**config.mk**
```make
export PLATFORM = sky130hd
export DESIGN_NAME = dbg_guv
export DESIGN_NICKNAME = d
export VERILOG_FILES = /design/src/rtl/dbg_guv_pkg.sv /design/src/rtl/dbg_guv_cmd.sv /design/src/rtl/dbg_guv.sv
export SDC_FILE = /design/constraint.sdc
export NUM_CORES = 1
export LEC_CHECK = 0
export BUFFER_PORTS_ARGS = -buffer_cell sky130_fd_sc_hd__buf_2
export CAP_MARGIN = 0
export CORE_AREA = 2 2 165 167
export DETAILED_ROUTE_END_ITERATION = 10
export DIE_AREA = 0 0 167 169
export GPL_TIMING_DRIVEN = 0
export PLACE_DENSITY = 0.55
export SLEW_MARGIN = 10
export SYNTH_ARGS = -nofsm -noshare
export SYNTH_HDL_FRONTEND = slang
export SYNTH_SLANG_ARGS = --single-unit
```
**constraint.sdc**
```tcl
create_clock -name clk -period 2.4 [get_ports clk]
set_input_delay 0.12 -clock clk [delete_from_list [all_inputs] [get_ports clk]]
set_output_delay 0.12 -clock clk [all_outputs]
set_load 0.05 [all_outputs]
```
**src/rtl/dbg_guv_pkg.sv**
```systemverilog
// Shared constants and types for the dbg_guv stream debug governor:
// command field layout, shadow register indices and flag bit positions.
package dbg_guv_pkg;

   localparam int REG_LSB  = 0;
   localparam int REG_W    = 4;
   localparam int ADDR_LSB = REG_LSB + REG_W;

   localparam logic [REG_W-1:0] REG_DROP_CNT = 4'd0;
   localparam logic [REG_W-1:0] REG_LOG_CNT  = 4'd1;
   localparam logic [REG_W-1:0] REG_FLAGS    = 4'd2;
   localparam logic [REG_W-1:0] REG_LATCH    = 4'd15;

   localparam int FLAG_PAUSE = 0;
   localparam int FLAG_LOG   = 1;
   localparam int FLAG_DROP  = 2;
   localparam int FLAG_W     = 3;

   typedef struct packed {
      logic pause;
      logic drop;
      logic log;
   } mode_t;

endpackage

```
**src/rtl/dbg_guv_cmd.sv**
```systemverilog
// Command decode, shadow/active register bank and cmd daisy-chain forwarding
// for one dbg_guv core.
module dbg_guv_cmd
   import dbg_guv_pkg::*;
#(
   parameter int DATA_WIDTH  = 64,
   parameter int CNT_SIZE    = 16,
   parameter int ADDR_WIDTH  = 12,
   parameter int ADDR        = 0,
   parameter int STICKY_MODE = 1,
   parameter int PIPE_STAGE  = 0
) (
   input  logic                  clk_i,
   input  logic                  rst_i,
   input  logic [DATA_WIDTH-1:0] cmd_tdata_i,
   input  logic                  cmd_tvalid_i,
   input  logic                  flit_i,
   output logic [DATA_WIDTH-1:0] cmd_tdata_o,
   output logic                  cmd_tvalid_o,
   output mode_t                 mode_o
);

   localparam int PAY_LSB = ADDR_LSB + ADDR_WIDTH;

   logic [REG_W-1:0]      reg_sel;
   logic [ADDR_WIDTH-1:0] core_addr;
   logic [CNT_SIZE-1:0]   pay_cnt;
   logic [FLAG_W-1:0]     pay_flags;
   logic                  hit, latch, fwd_vld;

   logic [CNT_SIZE-1:0] sh_drop_q, sh_drop_d, sh_log_q, sh_log_d;
   logic [CNT_SIZE-1:0] drop_q, drop_d, log_q, log_d;
   logic [FLAG_W-1:0]   sh_flags_q, sh_flags_d, flags_q, flags_d;

   assign reg_sel   = cmd_tdata_i[REG_LSB +: REG_W];
   assign core_addr = cmd_tdata_i[ADDR_LSB +: ADDR_WIDTH];
   assign pay_cnt   = cmd_tdata_i[PAY_LSB +: CNT_SIZE];
   assign pay_flags = cmd_tdata_i[PAY_LSB +: FLAG_W];
   assign hit       = cmd_tvalid_i && (core_addr == ADDR_WIDTH'(ADDR));
   assign latch     = hit && (reg_sel == REG_LATCH);
   assign fwd_vld   = cmd_tvalid_i && !hit;

   always_comb begin
      sh_drop_d  = sh_drop_q;
      sh_log_d   = sh_log_q;
      sh_flags_d = sh_flags_q;
      drop_d     = drop_q;
      log_d      = log_q;
      flags_d    = flags_q;
      if (hit) begin
         case (reg_sel)
            REG_DROP_CNT: sh_drop_d  = pay_cnt;
            REG_LOG_CNT:  sh_log_d   = pay_cnt;
            REG_FLAGS:    sh_flags_d = pay_flags;
            REG_LATCH: if (STICKY_MODE == 0) begin
               sh_drop_d  = '0;
               sh_log_d   = '0;
               sh_flags_d = '0;
            end
            default: ;
         endcase
      end
      // A latch overrides any flit decrement happening in the same cycle.
      if (latch) begin
         drop_d  = sh_drop_q;
         log_d   = sh_log_q;
         flags_d = sh_flags_q;
      end else begin
         if (flit_i && drop_q != '0) drop_d = drop_q - CNT_SIZE'(1);
         if (flit_i && log_q != '0)  log_d  = log_q - CNT_SIZE'(1);
      end
   end

   always_ff @(posedge clk_i or posedge rst_i) begin
      if (rst_i) begin
         sh_drop_q  <= '0;
         sh_log_q   <= '0;
         sh_flags_q <= '0;
         drop_q     <= '0;
         log_q      <= '0;
         flags_q    <= '0;
      end else begin
         sh_drop_q  <= sh_drop_d;
         sh_log_q   <= sh_log_d;
         sh_flags_q <= sh_flags_d;
         drop_q     <= drop_d;
         log_q      <= log_d;
         flags_q    <= flags_d;
      end
   end

   assign mode_o.pause = flags_q[FLAG_PAUSE];
   assign mode_o.drop  = flags_q[FLAG_DROP] | (drop_q != '0);
   assign mode_o.log   = flags_q[FLAG_LOG]  | (log_q != '0);

   generate
      if (PIPE_STAGE != 0) begin : g_pipe
         logic [DATA_WIDTH-1:0] fwd_data_q;
         logic                  fwd_vld_q;
         always_ff @(posedge clk_i or posedge rst_i) begin
            if (rst_i) begin
               fwd_data_q <= '0;
               fwd_vld_q  <= 1'b0;
            end else begin
               fwd_data_q <= cmd_tdata_i;
               fwd_vld_q  <= fwd_vld;
            end
         end
         assign cmd_tdata_o  = fwd_data_q;
         assign cmd_tvalid_o = fwd_vld_q;
      end else begin : g_comb
         assign cmd_tdata_o  = cmd_tdata_i;
         assign cmd_tvalid_o = fwd_vld;
      end
   endgenerate

endmodule

```
**src/rtl/dbg_guv.sv**
```systemverilog
// Stream debug governor: pauses, drops and/or logs AXI-stream flits under
// control of a daisy-chained command stream.
module dbg_guv
   import dbg_guv_pkg::*;
#(
   parameter int DATA_WIDTH  = 64,
   parameter int DEST_WIDTH  = 16,
   parameter int ID_WIDTH    = 16,
   parameter int CNT_SIZE    = 16,
   parameter int ADDR_WIDTH  = 12,
   parameter int ADDR        = 0,
   parameter int RESET_TYPE  = 0,
   parameter int STICKY_MODE = 1,
   parameter int PIPE_STAGE  = 0
) (
   input  logic                               clk,
   input  logic                               rst,
   input  logic [DATA_WIDTH-1:0]              cmd_in_TDATA,
   input  logic                               cmd_in_TVALID,
   output logic [DATA_WIDTH-1:0]              cmd_out_TDATA,
   output logic                               cmd_out_TVALID,
   input  logic [DATA_WIDTH-1:0]              in_TDATA,
   input  logic                               in_TVALID,
   input  logic [DATA_WIDTH/8-1:0]            in_TKEEP,
   input  logic [DEST_WIDTH-1:0]              in_TDEST,
   input  logic [ID_WIDTH-1:0]                in_TID,
   input  logic                               in_TLAST,
   output logic                               in_TREADY,
   output logic [DATA_WIDTH-1:0]              out_TDATA,
   output logic                               out_TVALID,
   output logic [DATA_WIDTH/8-1:0]            out_TKEEP,
   output logic [DEST_WIDTH-1:0]              out_TDEST,
   output logic [ID_WIDTH-1:0]                out_TID,
   output logic                               out_TLAST,
   input  logic                               out_TREADY,
   output logic [DATA_WIDTH+DATA_WIDTH/8-1:0] log_catted_TDATA,
   output logic                               log_catted_TVALID,
   output logic                               log_catted_TLAST,
   input  logic                               log_catted_TREADY
);

   mode_t mode;
   logic  flit;

   dbg_guv_cmd #(
      .DATA_WIDTH (DATA_WIDTH),
      .CNT_SIZE   (CNT_SIZE),
      .ADDR_WIDTH (ADDR_WIDTH),
      .ADDR       (ADDR),
      .STICKY_MODE(STICKY_MODE),
      .PIPE_STAGE (PIPE_STAGE)
   ) u_cmd (
      .clk_i       (clk),
      .rst_i       (rst),
      .cmd_tdata_i (cmd_in_TDATA),
      .cmd_tvalid_i(cmd_in_TVALID),
      .flit_i      (flit),
      .cmd_tdata_o (cmd_out_TDATA),
      .cmd_tvalid_o(cmd_out_TVALID),
      .mode_o      (mode)
   );

   // Ready never depends on any valid, so no combinational loop can form.
   assign in_TREADY  = !mode.pause && (mode.drop || out_TREADY) && (!mode.log || log_catted_TREADY);
   assign out_TVALID = in_TVALID && !mode.pause && !mode.drop && (!mode.log || log_catted_TREADY);
   assign log_catted_TVALID = in_TVALID && mode.log && !mode.pause && (mode.drop || out_TREADY);
   assign flit = in_TVALID && in_TREADY;

   assign out_TDATA = in_TDATA;
   assign out_TKEEP = in_TKEEP;
   assign out_TDEST = in_TDEST;
   assign out_TID   = in_TID;
   assign out_TLAST = in_TLAST;

   assign log_catted_TDATA = {in_TKEEP, in_TDATA};
   assign log_catted_TLAST = in_TLAST;

endmodule

```
# --- Word level (Yosys, flattened, before mapping) ---
# Cells that the tools add are included.
classes:
  shift: 0
  n_mul: 0
  bitwise: 2
  eq_ne: 3
  div_mod_pow: 0
  addsub: 2
  order_cmp: 0
  n_reduce_logical: 29
  mux: 4
op_table:
  columns: ["operator", "n"]
  rows:
  - ["$mux 16", 4]
  - ["$reduce_bool 16->1", 2]
  - ["$sub 16x1->16 const B", 2]
  - ["$logic_and 1x1->1", 14]
  - ["$logic_not 12->1", 1]
  - ["$reduce_and 2->1", 3]
  - ["$eq 4x1->1 const B", 1]
  - ["$eq 4x2->1 const B", 1]
  - ["$eq 4x4->1 const B", 1]
  - ["$logic_not 1->1", 4]
  - ["$logic_not 4->1", 1]
  - ["$reduce_bool 2->1", 2]
  - ["$logic_or 1x1->1", 2]
  - ["$or 1x1->1", 2]
totals:
  ram_bits: 0
  elab_cells: 46
  rom_bits: 0
  latch_bits: 0
  n_memories: 0
  out_inout_bits: 246
  input_bits: 175
  reg_bits: 70

# --- Depth between registers and ports, before layout ---
# Gate-level depths: netlist (run 1).
depth:
  word_depth: 9
  mapped_depth: 8
  ltp_nobuf: 8

# --- By module ---
# Synthesis (run 1) repeated with hierarchy kept, for this count alone.
unflattened:
  cells_unflattened: 575
  hier_area_um2: 5396.4
modules_own_cells:
  columns: ["mod", "area_per_inst_um2", "seq_area_each_um2", "cells_each", "n_inst"]
  rows:
  - ["dbg_guv_cmd", 3996.3, 1751.7, 390, 1]
  - ["dbg_guv", 1400.1, 0.0, 185, 1]

# --- Least setup slack after synthesis (run 1) ---
# No wires, ideal clock.
synth_timing:
  kind: "register to output"
  from: "register u_cmd.log_q[0]"
  to: "output port out_TVALID"
  path_slack_ns: -0.864
  t_arrival_ns: 3.144
  stages_incl_launch_ff: 7
  path_cell_list: "dfrtp_1 -> inv_1 -> ha_1 -> or4b_2 -> nor4_4 -> nor2_1 -> nor4_1"
synth_between:
  elab_chain_cells: 5
synth_rtl:
  columns: ["item", "line", "text"]
  rows:
  - ["start, declared", "dbg_guv_cmd.sv:32", "logic [CNT_SIZE-1:0] drop_q, drop_d, log_q, log_d;"]
  - ["start signal, assigned", "dbg_guv_cmd.sv:87", "log_q <= log_d;"]
  - ["$reduce_bool 16->1", "dbg_guv_cmd.sv:94", "assign mode_o.log = flags_q[FLAG_LOG] | (log_q != '0);"]
  - ["$or 1x1->1", "dbg_guv_cmd.sv:94", null]
  - ["$logic_not 1->1", "dbg_guv.sv:65", "assign out_TVALID = in_TVALID && !mode.pause && !mode.drop && (!mode.log || log_catted_TREADY);"]
  - ["$logic_or 1x1->1", "dbg_guv.sv:65", null]
  - ["$logic_and 1x1->1", "dbg_guv.sv:65", null]
  - ["end, declared", "dbg_guv.sv:30", "output logic out_TVALID,"]
# Every way passes these cells.

# --- Final worst setup path (run 1) ---
layout_timing:
  from: "register u_cmd.log_q[6]"
  to: "register u_cmd.drop_q[6]"
layout_between:
  elab_chain_cells: 8
layout_rtl:
  columns: ["item", "line", "text"]
  rows:
  - ["$reduce_bool 16->1", "dbg_guv_cmd.sv:94", null]
  - ["$or 1x1->1", "dbg_guv_cmd.sv:94", null]
  - ["$logic_not 1->1", "dbg_guv.sv:64", "assign in_TREADY = !mode.pause && (mode.drop || out_TREADY) && (!mode.log || log_catted_TREADY);"]
  - ["$logic_or 1x1->1", "dbg_guv.sv:64", null]
  - ["$logic_and 1x1->1", "dbg_guv.sv:64", null]
  - ["$logic_and 1x1->1", "dbg_guv.sv:67", "assign flit = in_TVALID && in_TREADY;"]
  - ["$logic_and 1x1->1", "dbg_guv_cmd.sv:69", "if (flit_i && drop_q != '0) drop_d = drop_q - CNT_SIZE'(1);"]
  - ["$reduce_bool 2->1 (no line)", null, null]
  - ["end signal, assigned", "dbg_guv_cmd.sv:86", "drop_q <= drop_d;"]
  - ["end, declared", "dbg_guv_cmd.sv:32", null]
# Every way passes these cells.
# A chain may end at the register's enable or synchronous reset.

==> impl_metrics.tcl, run 1 <==
set metrics [dict create \
    cp_slowest_cell "or4_4" \
    finalSetupViolations 1 \
    worstPathMaxFanout 5 \
    grt_pass1_vias 4365 \
    grt_usage_pct 11.93 \
    outcome "finished with violations" \
    crit_top_cell "buf_6" \
    synthCells 559 \
    holdWs_ns 0.04628 \
    drc_errors 0 \
    synth_top_area_share_pct 34.09 \
    peakVddDrop_mv 0.4090 \
    antenna_cells 0 \
    use_met1_pct 13.75 \
    worstSetupPathType "reg2reg" \
    max-cap-violations 0 \
    yosys-mux-area-fraction_pct 9.298 \
    path_clk_slew_ns 0.06 \
    power.switching_mw 2.378 \
    root_buffer "clkbuf_16" \
    numCtsBuffers 9 \
    clk_latency_ns 0.34 \
    synth_fa_ha_area_share_pct 0.9392 \
    pre_cts_ws_ns -0.3097 \
    dieHeight_um 169 \
    synth-xor-area-share_pct 4.931 \
    clk_path_buf_depth 2 \
    worst_r2r_startpoint "u_cmd.log_q[6]" \
    start_kind "flip-flop" \
    gr-max-usage-layer "met2" \
    violations "negative setup slack" \
    routed_wirelength_um 17970 \
    slew_headroom_pct 55.76 \
    fin_cells 1215 \
    worstPathArrival_ns 2.65 \
    ff2ff_path_depth 10 \
    num_rows 60 \
    crit_chain "or4_4 -> buf_6 -> nor4_4 -> buf_4 -> buf_6 -> o211ai_4 -> buf_12 -> nor2_4 -> xor2_1 -> mux2_2" \
    critPathBufInv 4 \
    hold_class "in2reg" \
    io_buffers 283 \
    period_share_pct 101.1 \
    power.share.clock_pct 23.6 \
    endpoint_kind "flip-flop" \
    drt_iter0_markers 128 \
    dr.pass1.iters 4 \
    holdCritStartpoint "cmd_in_TDATA[23]" \
    io_pins 421 \
    yosysWarnings 0 \
    vias 4690 \
    met2_usage_pct 22.13 \
    layout_setup_ws_ns -0.02526 \
    synth-simple-area-share_pct 13.08 \
    cts-htree-levels 3 \
    power_frac_comb_pct 44.7 \
    fin_crit_ns 2.425 \
    synth_top_area_cell "buf_4" \
    p_int_mw 3.281 \
    cts_tree "yes" \
    synth_compound_area_share_pct 3.522 \
    hpwl_um 15110 \
    skew_ns 0.006768 \
    worstMarginPinSlew_ns 0.6636 \
    area_delta_synth_final_pct 47.69 \
    layout-drive-gt1-share_pct 73.23 \
    hold_depth 2 \
    fp.coreArea_um2 26500 \
    synth_top_family_by_area "buffers and inverters" \
    viasPerCell 3.860 \
    netlist_area_um2 5329 \
    ant_nets 0 \
    pwr-share-seq_pct 31.7 \
    slew_viol_final 0 \
    cp_data_required_time_ns 2.62 \
    switching_share_pct 42.02 \
    hold_viol 0 \
    gp_congestion 0.7983 \
    avgSynthCellArea_um2 9.533 \
    rsz0062_at_grt "yes" \
    ys_ff_latch 70 \
    clock_sinks 70 \
    max_freq_ghz 0.4123 \
    wl_per_cell_um 14.79 \
    grt_max_degree 39 \
    critical_path.top_delay_family "simple AND/OR/NAND/NOR gates" \
    start_util_pct 20.11 \
    grt_util_met3_pct 3.156 \
    fin_util_pct 29.70 \
    syn-num-nets 738 \
    critical_path.max_stage_delay_ns 0.54 \
    netlist_top_cells_area "buf_4 (34%), dfrtp_1 (33%), mux2_2 (9.3%)" \
    rrSetupSlack_ns -0.03 \
    p_leak_nw 4.086 \
    ys_seq_area_share_pct 32.87 \
    placed_cells 1184 \
    grt_pass1_wl_um 25990 \
    fin_nets 1048 \
    die_area_um2 28220 \
    antenna_found_initial 0 \
    hold_end "u_cmd.sh_log_q[7]" \
    grt_overflow 0 \
    die_x_um 167 \
    powerDensity_nw_per_um2 719.1 \
    worstReg2RegEnd "u_cmd.drop_q[6]" \
    synth_cell_types 38 \
]
[cell type report]
type / count / area [um2]
plain buffers: 252 / 1864
clock buffers: 10 / 239.0
clock inverters: 6 / 61.31
fillers: 2837 / 18630
inverters: 7 / 28.78
multi-input cells: 230 / 1908
flip-flops and latches: 70 / 1752
well taps: 341 / 426.7
repair buffers: 299 / 1590
[worst register-to-register path: cells and delay by family (launching register included)]
| kind | cells | cell delay (ns) |
|---|---|---|
| and+or+nand+nor | 3 | 0.87 |
| buffers and inverters | 4 | 0.61 |
| DFF | 1 | 0.39 |
| muxes | 1 | 0.27 |
| AOI/OAI and AO/OA | 1 | 0.11 |
| xor gates and xnor gates | 1 | 0.08 |
[through the flow]
step	instance area (um2)	power, mW	TNS (ns)
3_3_place_gp	7192	3.932	-40.42
3_5_place_dp	7214	3.958	-4.584
4_1_cts	7751	5.490	-0.2538
5_1_grt	7870	5.960	-0.6079
2_1_floorplan	5349	3.492	-0.08541
6_report	7870	5.659	-0.02526
[worst max-delay path by stage]
stage / slack (ns) / start / endpoint / cells after the start
floorplan: -0.04 / u_cmd.log_q[0] / in_TREADY / 6
global placement: -0.52 / rst / u_cmd.log_q[4] / 2
detailed placement: -0.31 / u_cmd.log_q[0] / u_cmd.drop_q[3] / 8
CTS: -0.10 / u_cmd.log_q[1] / u_cmd.drop_q[3] / 10
global route: -0.12 / u_cmd.log_q[6] / u_cmd.log_q[1] / 7
finish: -0.03 / u_cmd.log_q[6] / u_cmd.drop_q[6] / 10
[registers in the layout, summed over array words and instances, names as in the netlist]
signal	flops
u_cmd.flags_q	3
u_cmd.sh_drop_q	16
u_cmd.sh_log_q	16
u_cmd.log_q	16
u_cmd.sh_flags_q	3
u_cmd.drop_q	16
[logic make-up after synthesis]
group                      count (synthesis)
AOI/OAI and AO/OA                         33
xor gates and xnor gates                  30
adders and majority gates                  4
buffers and inverters                    259
DFF                                       70
muxes                                     44
and+or+nand+nor                          119
[metal layers]
metal | vias to the layer above | share of wire (%) | wire length, um
li1 | 2250 | - | -
met1 | 2219 | 38 | 6832
met2 | 209 | 53 | 9529
met3 | 12 | 8.1 | 1452
met4 | 0 | 0.86 | 154
met5 | - | 0 | 0
[power by group through the flow]
stage / Sequential (mW) / Clock (mW) / Combinational [mW]
2_1_floorplan: 1.66 / 0 / 1.83
3_3_place_gp: 1.71 / 0 / 2.22
3_5_place_dp: 1.71 / 0 / 2.24
4_1_cts: 1.74 / 1.36 / 2.39
5_1_grt: 1.83 / 1.41 / 2.72
6_report: 1.79 / 1.34 / 2.53
[cell usage after synthesis]
library cell,count
nor3_2,2
o21ai_0,18
or3_1,2
nor3b_1,2
buf_1,2
nor4_4,1
nand3b_1,2
buf_2,3
a211oi_1,1
nor4_2,4
o21ai_1,10
xnor2_1,15
nand2_1,37
or4_1,7
a31oi_1,1
mux2_2,44
or3b_2,1
dfrtp_1,70
a311oi_1,1
nor2b_1,3
nand4b_1,3
nor3_1,7
and2_1,1
o211ai_2,2
or4b_2,1
buf_4,242
nand4_1,5
clkbuf_1,5
nand2b_1,4
and3_1,1
nor4_1,13
ha_1,4
nor2_1,12
nand3_1,5
and4_1,4
inv_1,7
xor2_1,15
nor4b_1,2
[cell usage in the layout, fill, tap and decap left out, drive strengths merged, types with 3 or more instances in the layout]
master | Yosys | layout
buf | 247 | 545
o21ai | 28 | 28
mux2 | 44 | 44
inv | 7 | 7
nand4 | 5 | 5
nor4 | 18 | 18
clkbuf | 5 | 15
ha | 4 | 4
or4 | 7 | 7
nand2 | 37 | 37
xor2 | 15 | 15
nand2b | 4 | 4
nand3 | 5 | 5
dfrtp | 70 | 70
nor2b | 3 | 3
nor3 | 9 | 9
nand4b | 3 | 3
nor2 | 12 | 12
and4 | 4 | 4
xnor2 | 15 | 15
clkinv | 0 | 4
[timing repair]
item / in CTS / in global routing
endpoints found under the setup margin: 24 / 24
buffers inserted: 10 / 4
gates resized for setup: 29 / 19
hold buffers: 1 / 0
pin swaps: 12 / 7
hold endpoints to repair: 32 / 0
No activity file was read; power rests on OpenSTA's default activity.
==> run 2, diff against run 1 <==
- CELL_PAD_IN_SITES_DETAIL_PLACEMENT: default -> 1
- CELL_PAD_IN_SITES_GLOBAL_PLACEMENT: default -> 2
- CORE_AREA: 2 2 165 167 -> default
- CORE_MARGIN: default -> 2
- CORE_UTILIZATION: default -> 19
- DIE_AREA: 0 0 167 169 -> default
- PLACE_DENSITY: 0.55 -> 0.88
- SETUP_SLACK_MARGIN: default -> 0.15
==> impl_metrics.tcl, run 2 (synthesis gave the netlist of run 1 again) <==
set metrics [dict create \
    grt_pass1_vias 4587 \
    grt_overflow 0 \
    pre_cts_ws_ns -0.2722 \
    p_leak_nw 4.142 \
    fin_nets 1054 \
    outcome "finished with violations" \
    layout_commonest_cell "buf_2" \
    wl_per_cell_um 13.12 \
    fin_setup_tns_ns -0.7361 \
    worstPathArrival_ns 2.72 \
    dieHeight_um 171.5 \
    clk_path_buf_depth 2 \
    grt_max_degree 41 \
    numCtsBuffers 9 \
    holdCritStartpoint "cmd_in_TDATA[23]" \
    endpoint_kind "flip-flop" \
    max_freq_ghz 0.3987 \
    power_mw 5.561 \
    cp_data_required_time_ns 2.62 \
    crit_start "u_cmd.log_q[11]" \
    powerDensity_nw_per_um2 698.7 \
    area_delta_synth_final_pct 49.38 \
    grt_usage_pct 10.04 \
    worstSetupPathType "reg2reg" \
    gp_congestion 0.8036 \
    die_area_um2 29400 \
    ant_nets 0 \
    worstPathMaxFanout 6 \
    dr.pass1.iters 4 \
    finalSetupViolations 14 \
    layout_setup_ws_ns -0.1084 \
    slew_headroom_pct 61.23 \
    clock_sinks 70 \
    violations "negative setup slack" \
    start_kind "flip-flop" \
    fp.coreArea_um2 27710 \
    final_cell_mix "buf_2 (283), buf_4 (259), dfrtp_1 (69), mux2_2 (43), nand2_1 (36)" \
    io_buffers 283 \
    period_share_pct 104.5 \
    die_x_um 171.5 \
    layout-drive-gt1-share_pct 74.66 \
    rsz0062_at_grt "yes" \
    drt_iter0_markers 91 \
    cts-htree-levels 3 \
    grt_pass1_wl_um 23190 \
    viasPerCell 3.780 \
    path_clk_slew_ns 0.05 \
    max-cap-violations 0 \
    skew_ns 0.004489 \
    worst_r2r_startpoint "u_cmd.log_q[11]" \
    hold_class "in2reg" \
    worstMarginPinSlew_ns 0.5767 \
    fin_crit_ns 2.508 \
    peakVddDrop_mv 0.3904 \
    start_util_pct 19.23 \
    antenna_found_initial 1 \
    hold_viol 0 \
    drc_errors 0 \
    cts_tree "yes" \
    io_pins 421 \
    antenna_cells 0 \
    clk_latency_ns 0.33 \
    vias 4755 \
    slew_viol_final 0 \
    root_buffer "clkbuf_16" \
    num_rows 61 \
    hpwl_um 13600 \
    routed_wirelength_um 16510 \
]
run 2: changes by cell type in the layout (fill, tap and decap cells not counted), sizes merged:
cell / previous run / this run
clkinvlp: 1 / 0
bufinv: 1 / 0
clkbuf: 15 / 17
buf: 545 / 551
run 2: worst max-delay path: stages, from the launching register on:
cell,delay [ns]
dfrtp_1,0.41
or4_1,0.68
nor4_4,0.33
buf_4,0.20
o211ai_4,0.12
buf_4,0.19
nor2_1,0.11
xor2_1,0.08
mux2_2,0.26
run 2: cell type report:
| cell class | count | area, um2 |
|---|---|---|
| Fill cell | 3355 | 19750 |
| Clock inverter | 4 | 20.02 |
| Sequential cell | 70 | 1753 |
| Inverter | 7 | 28.78 |
| Multi-Input combinational cell | 230 | 1922 |
| Clock buffer | 12 | 266.5 |
| Timing Repair Buffer | 305 | 1627 |
| Tap cell | 378 | 473.0 |
| Buffer | 252 | 1871 |
run 2: stage by stage:
stage	cells	hold WS [ns]	instance area [um2]	util, %
6_report	1258	0.05177	7960	28.73
5_1_grt	1258	0.06686	7960	28.73
4_1_cts	1251	0.04683	7797	28.14
3_5_place_dp	1221	0.1446	7286	26.30
3_3_place_gp	1220	0.3909	7263	26.22
2_1_floorplan	559	0.2704	5374	-
run 2: path summary, 6_finish.rpt:
| check | slack, ns | end | cells after the start |
|---|---|---|---|
| max | -0.11 | u_cmd.drop_q[6] | 8 |
| min | 0.05 | u_cmd.sh_log_q[7] | 2 |
| max reg2reg | -0.11 | u_cmd.drop_q[6] | 8 |
| min reg2reg | 0.48 | u_cmd.log_q[0] | 2 |
| max in group asynchronous | 1.52 | u_cmd.sh_log_q[8] | 4 |
| min in group asynchronous | 0.34 | u_cmd.sh_log_q[12] | 3 |
run 2: layer usage:
metal  wire [um]  global-route usage, %  vias up
met3        1344                  1.680       15
met2        9229                  20.05      223
met5          12                      0        -
li1            -                      -     2261
met1        5717                  10.47     2254
met4         206                  3.353        2
run 2: power by group:
| part | leakage, nW | switching [mW] | internal (mW) |
|---|---|---|---|
| clock network | 0.148 | 0.465 | 0.775 |
| registers | 0.934 | 0.324 | 1.43 |
| logic | 3.06 | 1.56 | 1.01 |
run 2: what timing repair did:
| item | 4_1_cts | 5_1_grt |
|---|---|---|
| endpoints found under the setup margin | 46 | 45 |
| cloned | 0 | 0 |
| hold buffers | 1 | 0 |
| resized for setup | 27 | 37 |
| endpoints found under the hold margin | 30 | 0 |
| buffers inserted | 13 | 7 |
| pin swaps | 8 | 13 |
==> run 3, diff against run 2 <==
==> constraint.sdc (replaced) <==
create_clock -name clk -period 2.4 [get_ports clk]
set_input_delay 0.24 -clock clk [delete_from_list [all_inputs] [get_ports clk]]
set_output_delay 0.24 -clock clk [all_outputs]
set_load 0.05 [all_outputs]
==> impl_metrics.tcl, run 3 (synthesis gave the netlist of run 1 again) <==
set metrics [dict create \
    outcome "finished with violations" \
    violations "negative setup slack" \
    fin_nets 1047 \
    clk_path_buf_depth 2 \
    postPlaceCellArea_um2 7312 \
    hold_depth 2 \
    rrSetupSlack_ns -0.13 \
    grt_pass1_wl_um 23350 \
    worstReg2RegEnd "u_cmd.drop_q[6]" \
    layout_setup_ws_ns -0.1695 \
    cp_slowest_cell "or4_4" \
    fp.coreArea_um2 27710 \
    holdCritStartpoint "cmd_in_TDATA[24]" \
    n_fill_cell 3342 \
    slew_headroom_pct 59.42 \
    routed_wirelength_um 16690 \
    area_delta_synth_final_pct 51.30 \
    cts_tree "yes" \
    worst_r2r_startpoint "u_cmd.log_q[8]" \
    slew_viol_final 0 \
    hold_class "in2reg" \
    crit_chain "or4_4 -> buf_6 -> nor4_4 -> buf_4 -> nor2_4 -> nor4_4 -> buf_6" \
    worstSetupPathType "reg2out" \
    root_buffer "clkbuf_16" \
    dieHeight_um 171.5 \
    grt_pass1_vias 4677 \
    worstPathArrival_ns 2.33 \
    numCtsBuffers 9 \
    wl_per_cell_um 13.34 \
    gp_congestion 0.7971 \
    start_kind "flip-flop" \
    worstPathMaxFanout 3 \
    start_util_pct 19.23 \
    final_cell_mix "buf_2 (281), buf_4 (250), dfrtp_1 (68), mux2_2 (43), nand2_1 (37)" \
    ff2ff_path_depth 10 \
    grt_max_degree 39 \
    hold_end "u_cmd.sh_log_q[8]" \
    powerDensity_nw_per_um2 743.3 \
    viasPerCell 3.847 \
    max-cap-violations 0 \
    clk_latency_ns 0.33 \
    antenna_cells 0 \
    path_clk_slew_ns 0.05 \
    drt_iter0_markers 119 \
    dr.pass1.iters 4 \
    hpwl_um 13450 \
    max_freq_ghz 0.3892 \
    io_pins 421 \
    die_x_um 171.5 \
    layout-drive-gt1-share_pct 74.57 \
    grt_overflow 0 \
    hold_viol 0 \
    die_area_um2 29400 \
    layout_commonest_cell "buf_2" \
    period_share_pct 107.1 \
    critical_path.top_delay_family "simple AND/OR/NAND/NOR gates" \
    grt_usage_pct 10.00 \
    p_leak_nw 4.141 \
    rsz0062_at_grt "yes" \
    worstMarginPinSlew_ns 0.6087 \
    fin_crit_ns 2.569 \
    placed_cells 1221 \
    vias 4813 \
    critical_path.max_stage_delay_ns 0.55 \
    final_design_area_no_fill_um2 8063 \
    skew_ns 0.003520 \
    io_buffers 283 \
    finalSetupViolations 19 \
    antenna_found_initial 0 \
    cp_data_required_time_ns 2.16 \
    cts-htree-levels 3 \
    endpoint_kind "output pin" \
    peakVddDrop_mv 0.4115 \
    ant_nets 0 \
    critPathBufInv 3 \
    clock_sinks 70 \
    num_rows 61 \
    fin_cells 1251 \
    drc_errors 0 \
]
run 3: layer usage:
layer / wire length [um] / global-route usage [%] / vias to the layer above
li1: - / - / 2242
met1: 5753 / 10.50 / 2325
met2: 9485 / 20.32 / 231
met3: 1273 / 1.818 / 15
met4: 173 / 2.137 / 0
met5: 0 / 0 / -
run 3: report_power, final:
group / switching, mW / leakage, nW / total [mW] / internal, mW
Clock: 0.483 / 0.170 / 1.56 / 1.07
Combinational: 1.59 / 3.04 / 2.62 / 1.02
Sequential: 0.388 / 0.933 / 1.82 / 1.43
Total: 2.46 / 4.14 / 5.99 / 3.53
run 3: cell type report:
class	count	area (um2)	area share [%]
multi-input cells	230	1999	24.80
plain buffers	252	1872	23.22
flip-flops and latches	70	1754	21.76
repair buffers	298	1585	19.66
well taps	378	473.0	5.866
clock buffers	13	260.3	3.228
clock inverters	3	90.09	1.117
inverters	7	28.78	0.3569
run 3: metrics by stage:
| step | power (mW) | TNS, ns | setup WS (ns) | hold WS (ns) | util (%) |
|---|---|---|---|---|---|
| 2_1_floorplan | 3.530 | -0.07030 | -0.07030 | 0.3904 | - |
| 3_3_place_gp | 3.952 | -44.42 | -0.4617 | 0.4560 | 26.31 |
| 3_5_place_dp | 4.037 | -13.04 | -0.3754 | 0.2947 | 26.39 |
| 4_1_cts | 5.803 | -0.9444 | -0.1734 | 0.1702 | 28.53 |
| 5_1_grt | 6.296 | -3.961 | -0.2780 | 0.1777 | 29.10 |
| 6_report | 5.993 | -1.676 | -0.1695 | 0.1748 | 29.10 |
run 3: timing repair:
action / 4_1_cts / 5_1_grt
gates cloned: 1 / 0
buffers inserted: 6 / 6
endpoints found under the setup margin: 47 / 45
hold buffers: 1 / 0
resized for setup: 40 / 27
hold endpoints to repair: 32 / 0
pin swaps: 18 / 10
run 3: worst max path at each step:
| stage | start | endpoint | depth (start not counted) |
|---|---|---|---|
| floorplan | u_cmd.log_q[0] | out_TVALID | 6 |
| global placement | rst | u_cmd.sh_log_q[5] | 2 |
| detailed placement | cmd_in_TDATA[6] | u_cmd.drop_q[1] | 9 |
| CTS | u_cmd.log_q[9] | out_TVALID | 7 |
| global route | u_cmd.log_q[8] | out_TVALID | 7 |
| finish | u_cmd.log_q[8] | out_TVALID | 7 |
run 3: worst register-to-register path, cell delays in order (launching register included):
cell      delay, ns
dfrtp_1        0.40
or4_4          0.55
buf_6          0.15
nor4_4         0.31
buf_4          0.18
buf_6          0.11
o211ai_4       0.11
buf_8          0.19
nor2_4         0.08
xor2_1         0.07
mux2_2         0.27
